[config.mk]
export PLATFORM = sky130hd
export DESIGN_NAME = mvu_job_seq
export DESIGN_NICKNAME = d
export VERILOG_FILES = /design/src/rtl/mvu_job_seq.sv
export SDC_FILE = /design/constraint.sdc
export NUM_CORES = 1
export LEC_CHECK = 0
export ABC_CLOCK_PERIOD_IN_PS = 9400
export CAP_MARGIN = 10
export CORE_ASPECT_RATIO = 1.4
export CORE_MARGIN = 3
export CORE_UTILIZATION = 30
export CTS_BUF_LIST = sky130_fd_sc_hd__clkbuf_4 sky130_fd_sc_hd__clkbuf_8
export DETAILED_ROUTE_END_ITERATION = 8
export SLEW_MARGIN = 15
export SYNTH_ARGS = -nofsm -noshare
export SYNTH_HDL_FRONTEND = slang
export SYNTH_SLANG_ARGS = --single-unit
[constraint.sdc]
create_clock -name clk -period 9.4 [get_ports clk]
set_input_delay 2.82 -clock clk [delete_from_list [all_inputs] [get_ports clk]]
set_output_delay 2.82 -clock clk [all_outputs]
set_load 0.01 [all_outputs]
[src/rtl/mvu_job_seq.sv]
// mvu_job_seq: bit-serial job sequencer for one MVU.
// Walks weight/data bit-planes in significance-major order, issues bank read
// addresses under a data-bank grant handshake, and drives the shift-accumulator
// strobes delayed by PIPE_LAT to line up with operand arrival.
// Optional feature macro: MVU_JOB_PERFCNT_EN adds o_stall_cnt (grant-stall cycles).
//
// state   | meaning
// --------+-----------------------------------------------------------
// S_IDLE  | waiting for i_start
// S_CLR   | one cycle of accumulator clear
// S_ISSUE | issuing reads; schedule advances on each granted request
// S_DRAIN | PIPE_LAT cycles letting the last operands reach the shacc
// S_DONE  | one-cycle done pulse (err when a precision was zero)
module mvu_job_seq #(
    parameter int BWBANKA  = 9,
    parameter int BDBANKA  = 14,
    parameter int BPREC    = 4,
    parameter int BLEN     = 9,
    parameter int PIPE_LAT = 3
) (
    input  logic               clk,
    input  logic               rst_n,
    input  logic               i_start,
    input  logic [1:0]         i_mode,
    input  logic [BPREC-1:0]   i_iprec,
    input  logic [BPREC-1:0]   i_wprec,
    input  logic [BLEN-1:0]    i_len,
    input  logic [BWBANKA-1:0] i_wbase,
    input  logic [BDBANKA-1:0] i_ibase,
    input  logic               i_rdd_grnt,
    output logic               o_busy,
    output logic               o_done,
    output logic               o_err,
    output logic [1:0]         o_mul_mode,
    output logic [BWBANKA-1:0] o_rdw_addr,
    output logic               o_rdd_en,
    output logic [BDBANKA-1:0] o_rdd_addr,
    output logic               o_shacc_clr,
    output logic               o_shacc_acc,
    output logic               o_shacc_sh
`ifdef MVU_JOB_PERFCNT_EN
    ,
    output logic [15:0]        o_stall_cnt
`endif
);

    // s spans 0..wprec+iprec-2, one bit wider than a precision
    localparam int SW = BPREC + 1;
    localparam int DW = (PIPE_LAT > 1) ? $clog2(PIPE_LAT) : 1;

    typedef enum logic [2:0] {
        S_IDLE,
        S_CLR,
        S_ISSUE,
        S_DRAIN,
        S_DONE
    } state_t;

    state_t             r_state;
    state_t             w_next;

    logic [BPREC-1:0]   r_iprec;
    logic [BPREC-1:0]   r_wprec;
    logic [BLEN-1:0]    r_len;
    logic [BWBANKA-1:0] r_wbase;
    logic [BDBANKA-1:0] r_ibase;
    logic [1:0]         r_mode;
    logic               r_err;

    logic [SW-1:0]      r_s;
    logic [BLEN-1:0]    r_t;
    logic [BPREC-1:0]   r_w;
    logic [BWBANKA-1:0] r_wrow;
    logic [BDBANKA-1:0] r_drow;
    logic               r_sh_pend;
    logic [DW-1:0]      r_drain;

    logic [PIPE_LAT-1:0] r_acc_sr;
    logic [PIPE_LAT-1:0] r_sh_sr;

    logic               w_start_ok;
    logic               w_prec_bad;
    logic               w_accept;
    logic [BPREC-1:0]   w_wlo;
    logic               w_w_end;
    logic               w_t_end;
    logic               w_s_end;
    logic               w_last;
    logic [BPREC-1:0]   w_i;

    // Highest weight bit paired with significance s: min(s, wprec-1)
    function automatic logic [BPREC-1:0] f_whi(input logic [SW-1:0] s,
                                               input logic [BPREC-1:0] wp);
        logic [SW-1:0] lim;
        lim = SW'(wp) - SW'(1);
        return (s > lim) ? BPREC'(lim) : BPREC'(s);
    endfunction

    // Lowest weight bit paired with significance s: max(0, s-iprec+1)
    function automatic logic [BPREC-1:0] f_wlo(input logic [SW-1:0] s,
                                               input logic [BPREC-1:0] ip);
        return (s >= SW'(ip)) ? BPREC'(s - SW'(ip) + SW'(1)) : '0;
    endfunction

    assign w_start_ok = (r_state == S_IDLE) && i_start;
    assign w_prec_bad = (i_iprec == '0) || (i_wprec == '0);
    assign w_accept   = (r_state == S_ISSUE) && i_rdd_grnt;
    assign w_wlo      = f_wlo(r_s, r_iprec);
    assign w_w_end    = (r_w == w_wlo);
    assign w_t_end    = (r_t == r_len - BLEN'(1));
    assign w_s_end    = (r_s == '0);
    assign w_last     = w_accept && w_w_end && w_t_end && w_s_end;
    assign w_i        = BPREC'(r_s - SW'(r_w));

    // State register
    always_ff @(posedge clk or negedge rst_n) begin
        if (!rst_n) r_state <= S_IDLE;
        else        r_state <= w_next;
    end

    // Next-state decode
    always_comb begin
        w_next = r_state;
        case (r_state)
            S_IDLE:  if (i_start) w_next = w_prec_bad ? S_DONE : S_CLR;
            S_CLR:   w_next = (r_len == '0) ? S_DONE : S_ISSUE;
            S_ISSUE: if (w_last) w_next = S_DRAIN;
            S_DRAIN: if (r_drain == '0) w_next = S_DONE;
            S_DONE:  w_next = S_IDLE;
            default: w_next = S_IDLE;
        endcase
    end

    // Job parameters captured on an accepted start
    always_ff @(posedge clk or negedge rst_n) begin
        if (!rst_n) begin
            r_iprec <= '0;
            r_wprec <= '0;
            r_len   <= '0;
            r_wbase <= '0;
            r_ibase <= '0;
            r_mode  <= '0;
            r_err   <= 1'b0;
        end else if (w_start_ok) begin
            r_iprec <= i_iprec;
            r_wprec <= i_wprec;
            r_len   <= i_len;
            r_wbase <= i_wbase;
            r_ibase <= i_ibase;
            r_mode  <= i_mode;
            r_err   <= w_prec_bad;
        end
    end

    // Schedule walk: w fastest (descending), then tile t, then significance s;
    // tile row offsets are kept as running sums so no multiplier is needed
    always_ff @(posedge clk or negedge rst_n) begin
        if (!rst_n) begin
            r_s       <= '0;
            r_t       <= '0;
            r_w       <= '0;
            r_wrow    <= '0;
            r_drow    <= '0;
            r_sh_pend <= 1'b0;
        end else if (w_start_ok) begin
            r_s       <= SW'(i_wprec) + SW'(i_iprec) - SW'(2);
            r_t       <= '0;
            r_w       <= i_wprec - BPREC'(1);
            r_wrow    <= i_wbase;
            r_drow    <= i_ibase;
            r_sh_pend <= 1'b0;
        end else if (w_accept) begin
            r_sh_pend <= 1'b0;
            if (!w_w_end) begin
                r_w <= r_w - BPREC'(1);
            end else if (!w_t_end) begin
                r_t    <= r_t + BLEN'(1);
                r_w    <= f_whi(r_s, r_wprec);
                r_wrow <= r_wrow + BWBANKA'(r_wprec);
                r_drow <= r_drow + BDBANKA'(r_iprec);
            end else begin
                r_s       <= r_s - SW'(1);
                r_t       <= '0;
                r_w       <= f_whi(r_s - SW'(1), r_wprec);
                r_wrow    <= r_wbase;
                r_drow    <= r_ibase;
                r_sh_pend <= 1'b1;
            end
        end
    end

    // Drain down-counter, loaded on the final accepted issue
    always_ff @(posedge clk or negedge rst_n) begin
        if (!rst_n)                                  r_drain <= '0;
        else if (w_last)                             r_drain <= DW'(PIPE_LAT - 1);
        else if (r_state == S_DRAIN && r_drain != '0) r_drain <= r_drain - DW'(1);
    end

    // Tag delay line so strobes meet the operand at the shacc input
    always_ff @(posedge clk or negedge rst_n) begin
        if (!rst_n) begin
            r_acc_sr <= '0;
            r_sh_sr  <= '0;
        end else begin
            r_acc_sr <= (r_acc_sr << 1) | PIPE_LAT'(w_accept);
            r_sh_sr  <= (r_sh_sr << 1) | PIPE_LAT'(w_accept && r_sh_pend);
        end
    end

`ifdef MVU_JOB_PERFCNT_EN
    logic [15:0] r_stall_cnt;

    // Saturating count of requested-but-not-granted cycles for the current job
    always_ff @(posedge clk or negedge rst_n) begin
        if (!rst_n)                                  r_stall_cnt <= '0;
        else if (w_start_ok)                         r_stall_cnt <= '0;
        else if (o_rdd_en && !i_rdd_grnt && r_stall_cnt != 16'hFFFF)
                                                     r_stall_cnt <= r_stall_cnt + 16'd1;
    end

    assign o_stall_cnt = r_stall_cnt;
`endif

    assign o_busy      = (r_state != S_IDLE);
    assign o_done      = (r_state == S_DONE);
    assign o_err       = o_done && r_err;
    assign o_mul_mode  = r_mode;
    assign o_rdd_en    = (r_state == S_ISSUE);
    assign o_rdw_addr  = o_rdd_en ? (r_wrow + BWBANKA'(r_w)) : '0;
    assign o_rdd_addr  = o_rdd_en ? (r_drow + BDBANKA'(w_i)) : '0;
    assign o_shacc_clr = (r_state == S_CLR);
    assign o_shacc_acc = r_acc_sr[PIPE_LAT-1];
    assign o_shacc_sh  = r_sh_sr[PIPE_LAT-1];

endmodule
==> impl.org <==
** Status
- Run status :: finished, final reports clean

** Worst setup path
- STA classifies the critical path endpoint as an output port.
- The worst register-to-register path begins at r_s[1].
- STA puts the critical path data arrival time at 4.12 ns.
- Setup Crit Path Kind :: reg2out
- Startpoint type of the worst setup path :: flop
- R2R depth :: 13
- Maximum fanout encountered on the critical timing path :: 7
- Destination of the critical timing path :: o_rdd_addr[13]
- Setup slack of the most critical reg-to-reg path :: roughly 5.3 ns
- Timing startpoint of the critical path :: r_s[0]
- Required time of the worst setup path :: 6.58 ns
- Endpoint of the worst-slack reg-to-reg timing path :: r_drain[0]

** Power
- In this run the power spent charging and discharging nets is 1.37 mW.
- Of the total power, the share spent switching nets is 0.473.
- The completed layout was analyzed and its total power is approximately 2.9 mW.
- IR analysis of the VDD net gives a maximum drop of 108 uV.
- The share of total power dissipated in the clock network is 0.120.
- Of the total power, registers draw 0.267.
- Of the total power, combinational logic draws 0.613.
- Total power density per cell area :: 356 nW/um2
- For this design the static power due to leakage is 3.54 nW.
- Internal power component :: 1.53 mW

** Cells and area
- Non-Filler Cell Area, Final :: 8120 um2
- Finished Layout Cells :: 1167
- Of the cells placed in the final design, the portion with a size suffix greater than 1 is 0.0529.
- Diodes inserted :: 0
- Area added between synthesis and finish :: 18.1%
- Layout Nets :: 968
- The filler cells instantiated in the layout total 2316.
- At the end of the flow the core is filled with cells to 0.366.

** Synthesis
- Top FF cell, synth :: sky130_fd_sc_hd__dfrtp_1
- During synthesis, Yosys emitted a total of 0 warnings.
- Counting flops with a built-in enable in the synthesized netlist gives 0.
- Counting every instance in the synthesized netlist gives 818.
- For this run, the register share of the synthesized area comes to 0.349.
- Synthesis inferred between 90 and 100 register bits.
- Synth Area per Inst :: 8.41 um2
- Syn Std Cell Area :: 6880 um2
- Synth unique cells :: 70
- Async set-or-reset flop fraction in the synthesized netlist :: 1.00
- Syn nets :: 921

** STA
- Hold violation total from the final report :: 0
- Setup repair after global routing left no endpoint under its margin.
- Dividing the final minimum period by the clock period gives 0.739.
- On the final layout, the worst hold slack is 0.353 ns.
- Count of pins over their slew limit :: 0
- The clock arrives with 0.0186 ns of skew.
- Worst-margin pin slew :: 0.887 ns
- For the finished layout, the period the worst path requires is about 6.9 ns.
- Setup slack closes at 2.46 ns.
- In this run the tightest slew margin relative to its limit is 0.407.
- In the final timing run, aggregate negative setup slack is 0 ns.
- Achievable Freq :: between 100 and 150 MHz
- Number of endpoints failing setup at the final stage :: 0

** Clocking
- Clock tree synthesis inserted a total of 9 buffers.
- Clock tree from TritonCTS :: done
- Buffers added to address setup during post-CTS repair amount to 0.
- CTS clk-pin slew, worst paths :: 0.10 ns
- CTS placed an instance of sky130_fd_sc_hd__clkbuf_8 at the clock tree root.
- For the worst-skew pair, the clock arrives at the later sink with an insertion delay of 0.38 ns.
- CTS saw 96 sinks.
- The clock passes through at most 2 buffers.
- Gates resized during post-CTS repair numbered 0.
- The H-tree generated during clock tree synthesis spans 3 levels.
- Post-cts hold buffer count :: 0

** Floorplanning
- Starting density of the core :: 0.310
- Overall die width :: 134 um
- I/O pin cnt :: 78
- The floorplan step set the die height to 185 um.
- Row generation in the floorplan step produced 64 rows.
- Floorplan die area :: 24800 um2
- Core Area :: around 22000 um2

** Place
- Worst setup slack before clock tree synthesis :: 2.89 ns
- Dpl cell area :: about 7900 um2
- Number of port buffers :: a little under 80
- At the end of routability-driven placement, the weighted congestion stood at 0.927.
- Cell count after placement :: 1151
- Once detailed placement completed, the half-perimeter wirelength came to 14.4 mm.

** Route
- Via Count :: 6067
- Number of antenna-violating nets in the routed design :: 0
- Mean number of vias per cell :: 5.20
- The first detailed-routing pass ran for 5 iterations.
- WL/cell :: 16.8 um
- After detailed routing, the number of remaining DRC violations is 0.
- In this run, the number of DRC markers left after iteration 0 of detailed routing was ~500.
- Wires add up to 19.6 mm.

** Global route
- GRT overflow :: 0
- The number of global-route vias before repair is 6137.
- All-Layer GR Usage :: 0.161
- Number of antenna violations at the first check in global routing :: 0
- Wire length of the first global-routing pass :: between 30 and 40 mm
- Maximum number of pins on one net before global-route repair :: 65

** Hold path
- The worst hold path belongs to the class reg2reg.

** Run
- Max-cap violations in this run came to 0.
layout by cell type, fill, tap and decap left out, types with 7 or more instances in the layout:
cell type and instances:
sky130_fd_sc_hd__buf_4 9, sky130_fd_sc_hd__nor2_1 64, sky130_fd_sc_hd__clkdlybuf4s50_1 76, sky130_fd_sc_hd__inv_1 50, sky130_fd_sc_hd__o41ai_1 10, sky130_fd_sc_hd__nand2b_1 8, sky130_fd_sc_hd__nor3b_1 8, sky130_fd_sc_hd__a21o_1 11
sky130_fd_sc_hd__dfrtp_1 96, sky130_fd_sc_hd__o21ai_0 46, sky130_fd_sc_hd__o211ai_1 11, sky130_fd_sc_hd__a21oi_1 28, sky130_fd_sc_hd__or3_1 13, sky130_fd_sc_hd__nor2b_1 16, sky130_fd_sc_hd__ha_1 50, sky130_fd_sc_hd__nor4_1 16
sky130_fd_sc_hd__a211oi_1 12, sky130_fd_sc_hd__clkbuf_8 10, sky130_fd_sc_hd__nor3_1 18, sky130_fd_sc_hd__xor2_1 21, sky130_fd_sc_hd__nand3_1 14, sky130_fd_sc_hd__a31oi_1 10, sky130_fd_sc_hd__and3_1 14, sky130_fd_sc_hd__fa_1 7
sky130_fd_sc_hd__xnor2_1 23, sky130_fd_sc_hd__nand2_1 135
registers in the layout, summed over array words and instances, names as in the netlist:
register	cells
r_drow	14
r_ibase	14
r_len	9
r_t	9
r_wbase	9
r_wrow	9
r_s	5
r_iprec	4
r_w	4
r_wprec	4
r_acc_sr	3
r_sh_sr	3
r_state	3
o_mul_mode	2
r_drain	2
r_err	1
r_sh_pend	1
worst max-delay path, stage by stage, from the launching register on:
cell,delay [ns]
sky130_fd_sc_hd__dfrtp_1,0.45
sky130_fd_sc_hd__inv_1,0.24
sky130_fd_sc_hd__ha_1,0.19
sky130_fd_sc_hd__inv_1,0.06
sky130_fd_sc_hd__fa_1,0.47
sky130_fd_sc_hd__ha_1,0.30
sky130_fd_sc_hd__a21o_1,0.18
sky130_fd_sc_hd__a21oi_1,0.21
sky130_fd_sc_hd__nor2b_1,0.07
sky130_fd_sc_hd__o21ai_0,0.53
sky130_fd_sc_hd__or2_2,0.26
sky130_fd_sc_hd__o21ai_0,0.09
sky130_fd_sc_hd__a21oi_1,0.13
sky130_fd_sc_hd__clkdlybuf4s50_1,0.58
cell usage after synthesis, types with 7 or more instances:
master,number,area (um2)
sky130_fd_sc_hd__nand2_1,136,510
sky130_fd_sc_hd__dfrtp_1,96,2400
sky130_fd_sc_hd__nor2_1,64,240
sky130_fd_sc_hd__ha_1,50,626
sky130_fd_sc_hd__inv_1,50,188
sky130_fd_sc_hd__o21ai_0,46,230
sky130_fd_sc_hd__clkbuf_1,32,120
sky130_fd_sc_hd__a21oi_1,28,140
sky130_fd_sc_hd__xnor2_1,23,201
sky130_fd_sc_hd__xor2_1,21,184
sky130_fd_sc_hd__nor3_1,18,90.1
sky130_fd_sc_hd__nor2b_1,16,100
sky130_fd_sc_hd__nor4_1,16,100
sky130_fd_sc_hd__and3_1,14,87.6
sky130_fd_sc_hd__nand3_1,14,70.1
sky130_fd_sc_hd__or3_1,13,81.3
sky130_fd_sc_hd__a211oi_1,12,90.1
sky130_fd_sc_hd__a21o_1,11,82.6
sky130_fd_sc_hd__o211ai_1,11,82.6
sky130_fd_sc_hd__a31oi_1,10,62.6
sky130_fd_sc_hd__o41ai_1,10,87.6
sky130_fd_sc_hd__nand2b_1,8,50.1
sky130_fd_sc_hd__nor3b_1,8,60.1
sky130_fd_sc_hd__buf_2,7,35.0
sky130_fd_sc_hd__fa_1,7,140
power groups by stage:
stage	combinational, mW	clock [mW]	sequential [mW]
finish	1.78	0.346	0.773
detailed placement	1.78	0	0.780
floorplan	1.28	0	0.694
global route	1.99	0.369	0.803
CTS	1.79	0.352	0.772
global placement	1.76	0	0.774
layer usage:
metal  vias up  global-route usage  wire [um]
met4         0              0.0618        561
met3        34              0.0212        662
met1      2944               0.192       8010
met5         -                   0          0
li1       2954                   -          -
met2       135               0.294      10300
worst min-delay path by stage:
stage                startpoint           to  depth (start not counted)
detailed placement   r_sh_sr[0]   r_sh_sr[1]                          0
finish               r_sh_sr[1]   r_sh_sr[2]                          0
global placement     r_sh_sr[0]   r_sh_sr[1]                          0
global route        r_acc_sr[0]  r_acc_sr[1]                          0
floorplan           r_acc_sr[0]  r_acc_sr[1]                          0
CTS                 r_acc_sr[0]  r_acc_sr[1]                          0
cell type report:
type / count / area [um2] / share of cell area
clock buffers: 10 / 138 / 0.0169
clock inverters: 6 / 113 / 0.0139
inverters: 50 / 188 / 0.0231
multi-input cells: 623 / 4080 / 0.503
flip-flops and latches: 96 / 2400 / 0.296
well taps: 297 / 372 / 0.0458
repair buffers: 85 / 828 / 0.102
logic make-up after synthesis:
kind of cell               count (synthesis)  synth area share
buffers and inverters                     99            0.0588
and+or+nand+nor                          339             0.240
xor gates and xnor gates                  44            0.0560
DFF                                       96             0.349
AOI/OAI and AO/OA                        174             0.170
adders and majority gates                 57             0.111
muxes                                      9            0.0144
No activity file was read; power rests on OpenSTA's default activity.
